==> src/rtl/serial_add_pkg.sv <==
// Shared types and sizing helpers for the digit-serial adder.
// Latency: n/a (declarations only).
// Backpressure: n/a (declarations only).
package serial_add_pkg;

  typedef enum logic [1:0] {
    IDLE = 2'd0,
    RUN  = 2'd1,
    DONE = 2'd2
  } state_t;

  // Digit counter width: enough to index WIDTH/2 digits, never narrower than 1 bit.
  function automatic int cnt_width(input int width);
    int w;
    w = $clog2(width / 2);
    return (w < 1) ? 1 : w;
  endfunction

endpackage

==> src/rtl/add2_slice.sv <==
// Combinational 2-bit ripple adder built from two full adders.
// Latency: 0 cycles (pure combinational).
// Backpressure: none; output follows inputs.
module add2_slice (
  input  logic [1:0] a,
  input  logic [1:0] b,
  input  logic       cin,
  output logic [1:0] s,
  output logic       cout
);

  logic c1;

  assign s[0] = a[0] ^ b[0] ^ cin;
  assign c1   = (a[0] & b[0]) | (a[0] & cin) | (b[0] & cin);
  assign s[1] = a[1] ^ b[1] ^ c1;
  assign cout = (a[1] & b[1]) | (a[1] & c1) | (b[1] & c1);

endmodule

==> src/rtl/serial_add2.sv <==
// Digit-serial adder: sequences a WIDTH-bit add through a 2-bit slice, 2 bits per cycle.
// Latency: WIDTH/2 cycles from input handshake to out_valid.
// Backpressure: result held in DONE until out_ready; in_ready only in IDLE.
module serial_add2
  import serial_add_pkg::*;
#(
  parameter int WIDTH = 8
) (
  input  logic             clk,
  input  logic             reset,
  input  logic             in_valid,
  output logic             in_ready,
  input  logic [WIDTH-1:0] a,
  input  logic [WIDTH-1:0] b,
  input  logic             cin,
  output logic             out_valid,
  input  logic             out_ready,
  output logic [WIDTH-1:0] sum,
  output logic             cout
);

  localparam int D  = WIDTH / 2;
  localparam int CW = cnt_width(WIDTH);
  localparam logic [CW-1:0] LAST = CW'(D - 1);

  state_t           state_q, state_d;
  logic [WIDTH-1:0] a_q, a_d;
  logic [WIDTH-1:0] b_q, b_d;
  logic [WIDTH-1:0] sum_q, sum_d;
  logic             carry_q, carry_d;
  logic [CW-1:0]    cnt_q, cnt_d;

  logic [1:0]       slice_s;
  logic             slice_c;

  // The slice always looks at the current low digit and the running carry.
  add2_slice u_slice (
    .a    (a_q[1:0]),
    .b    (b_q[1:0]),
    .cin  (carry_q),
    .s    (slice_s),
    .cout (slice_c)
  );

  // Next-state and datapath update: capture in IDLE, shift one digit per RUN cycle, hold in DONE.
  always_comb begin
    state_d = state_q;
    a_d     = a_q;
    b_d     = b_q;
    sum_d   = sum_q;
    carry_d = carry_q;
    cnt_d   = cnt_q;
    case (state_q)
      IDLE: begin
        if (in_valid) begin
          a_d     = a;
          b_d     = b;
          carry_d = cin;
          cnt_d   = '0;
          sum_d   = '0;
          state_d = RUN;
        end
      end
      RUN: begin
        // New digit enters at the top; after D shifts the lowest digit lands at bit 0.
        sum_d              = sum_q >> 2;
        sum_d[WIDTH-1 -: 2] = slice_s;
        carry_d            = slice_c;
        a_d                = a_q >> 2;
        b_d                = b_q >> 2;
        if (cnt_q == LAST) begin
          state_d = DONE;
        end else begin
          cnt_d = cnt_q + CW'(1);
        end
      end
      DONE: begin
        if (out_ready) begin
          state_d = IDLE;
        end
      end
      default: state_d = IDLE;
    endcase
  end

  // State and datapath registers with synchronous reset that discards any in-flight add.
  always_ff @(posedge clk) begin
    if (reset) begin
      state_q <= IDLE;
      a_q     <= '0;
      b_q     <= '0;
      sum_q   <= '0;
      carry_q <= 1'b0;
      cnt_q   <= '0;
    end else begin
      state_q <= state_d;
      a_q     <= a_d;
      b_q     <= b_d;
      sum_q   <= sum_d;
      carry_q <= carry_d;
      cnt_q   <= cnt_d;
    end
  end

  assign in_ready  = (state_q == IDLE);
  assign out_valid = (state_q == DONE);
  assign sum       = sum_q;
  assign cout      = carry_q;

endmodule

==> config.mk <==
export PLATFORM = sky130hd
export DESIGN_NAME = serial_add2
export DESIGN_NICKNAME = d
export VERILOG_FILES = /design/src/rtl/serial_add_pkg.sv /design/src/rtl/add2_slice.sv /design/src/rtl/serial_add2.sv
export SDC_FILE = /design/constraint.sdc
export NUM_CORES = 1
export LEC_CHECK = 0
export BUFFER_PORTS_ARGS = -buffer_cell sky130_fd_sc_hd__buf_2
export CORE_ASPECT_RATIO = 0.5
export CORE_MARGIN = 2
export CORE_UTILIZATION = 25
export CTS_BUF_LIST = sky130_fd_sc_hd__clkbuf_16
export DETAILED_ROUTE_END_ITERATION = 16
export GPL_TIMING_DRIVEN = 0
export PLACE_DENSITY = 0.41
export SYNTH_ARGS = -nofsm -noshare
export SYNTH_HDL_FRONTEND = slang
export SYNTH_SLANG_ARGS = --single-unit
==> constraint.sdc <==
create_clock -name clk -period 3.85 [get_ports clk]
set_input_delay 0.77 -clock clk [delete_from_list [all_inputs] [get_ports clk]]
set_output_delay 0.77 -clock clk [all_outputs]
set_load 0.05 [all_outputs]
==> reports/results.tsv <==
metric	value	unit
run status	completed	
Synth top area share	45.9	%
clock-pin transition on the worst setup and hold timing paths	0.05	ns
total global-route track usage	12.1	%
Synth cell types	23	
root buf cell	clkbuf_16	
nets@finish	199	
CTS buffer count	5	
Fmax achieved	0.516	GHz
Pre-Repair DR Iteration Count	4	
RSZ-0062 raised after global routing	false	
DP Wirelength	2260	µm
# diodes	0	
H-tree level count	2	
Final setup viols	0	
TritonCTS clock tree	done	
count of state elements after synthesis	29	
I/O Pins	32	
sequential area share after synthesis	45.9	%
skew final	0.00565	ns
post-route ant nets	0	
Yosys warnings	0	
via/cell ratio	4.41	
Core Rows	18	
Post-synth ARST share	0	%
Die Span Y	54.3	µm
post-synthesis area per instance	9.23	µm²
Data arrival, critical path	1.17	ns
GPL Wtd Cong	0.638	
Die Footprint	5680	µm²
cts hold-fix bufs	0	
Final Hold Viols	0	
top post-synthesis cells by count	dfxtp_1, nor2_1, a21oi_1, nand2_1, a22oi_1	
Worst Setup Start Kind	flip-flop	
Syn Nets	161	
drt wl/cell	12.5	µm
total negative slack	0	ns
Rel. slew slack	54.4	%
core area	4910	µm²
Sequential cell area	581	µm²
hold crit path type	reg2reg	
max-slew violation count	0	
Post-CTS Setup Inserts	0	
Setup CP Type	reg2out	
VDD IR max	0.160	mV
layout cells sized above 1	34.1	%
top_reg_cell synth	dfxtp_1	
gr ovfl total	0	
Tmin final	1.94	ns
PD cells	499	nW/µm²
Synth area leaders	dfxtp_1, a211oi_2, nor2_1, a22oi_1, a21oi_1	
largest net degree at the start of global routing	11	
number of global-route vias before repair	1047	
area grow syn2layout	30.1	%
Skew-Pair Late Insertion Delay	0.27	ns
DRT Wirelength	3080	µm
DRC	0	
CTS sink count	29	
required time worst endpoint	3.08	ns
# fillers	535	
initial antenna violation count	0	
cells after synthesis	137	
Post-CTS Resized	0	
Netlist Area Pre-Place	1260	µm²
Multi-input gate area	627	µm²
PortBufs	31	
first-pass GRT wire length	5020	µm
slew at the pin closest to its max-slew limit	0.684	ns
final design utilization	33.5	%
Leakage Power	0.716	nW
max-cap check violation count	0	
die width	105	µm
DR iter-0 viols	22	
Starting Density	25.8	%
clock buffer depth	2	
EDFF count, synth	0	
Yosys top cell by area	dfxtp_1	
routed via count	1086	
Crit. End Element	output pin	
worst-path maximum fanout	8	
period utilization	50.4	%
[cell usage in the layout, fill, tap and decap left out, drive strengths merged, types with 3 or more instances in the layout]
master	netlist	routed
clkbuf	2	7
nand2	14	14
dfxtp	29	29
buf	8	39
nor2	29	29
a21oi	14	14
clkinv	0	3
a22oi	13	13
a211oi	13	13
[critical path: stages (launching register included)]
cell	delay (ns)
dfxtp_1	0.43
nor2b_1	0.19
buf_2	0.28
[metal layers]
layer | share of wire [%] | global-route usage (%)
met4 | 1.2 | 5.33
met3 | 3.6 | 4.05
met5 | 0 | 0
met1 | 53 | 15.8
met2 | 42 | 18.7
[power breakdown]
group	internal, mW	switching [mW]
Clock	0.233	0.131
Combinational	0.0464	0.0768
Sequential	0.321	0.0128
[path summary, 6_finish.rpt]
kind                           start                  end  slack (ns)  cells past startpoint
max          state_q[1]$_SDFFE_PP0P_            out_valid        1.91                      2
min              sum[1]$_SDFFE_PP0P_  sum[1]$_SDFFE_PP0P_        0.50                      2
max reg2reg        cout$_SDFFE_PP0P_  sum[7]$_SDFFE_PP0P_        2.23                      4
min reg2reg      sum[1]$_SDFFE_PP0P_  sum[1]$_SDFFE_PP0P_        0.50                      2
[state kept, by name (all words and copies together), names as in the netlist]
name and cells:
a_q 8, b_q 8, cnt_q 2, cout 1, state_q 2, sum 8
[cell families (layout without fill, tap and decap cells)]
logic type      count (synthesis)  in the layout  synth area share (%)
simple gates                   50             50                  17.1
compound gates                 43             43                  28.3
flops                          29             29                  45.9
buf+inv                        12             51                  4.55
fa+ha+maj                       3              3                  4.15
[cell type report]
cell class                      instances  share of cell area (%)
Tap cell                               70                    5.32
Inverter                                2                   0.456
Multi-Input combinational cell         96                    38.1
Timing Repair Buffer                   31                    9.43
Sequential cell                        29                    35.3
Clock inverter                          3                   0.760
Buffer                                 10                    3.04
Clock buffer                            5                    7.60
[metrics by stage]
stage                     instances  worst slack, ns  total power, mW  instance area (µm²)  hold slack, ns
after floorplan                 137             1.91            0.426                 1260           0.477
after global placement          238             2.01            0.463                 1510           0.480
after detailed placement        238             2.01            0.464                 1510           0.490
after CTS                       246             1.90            0.830                 1650           0.505
after global routing            246             1.82            0.864                 1650           0.523
final                           246             1.91            0.820                 1650           0.500
(Power assumes the default switching activity.)
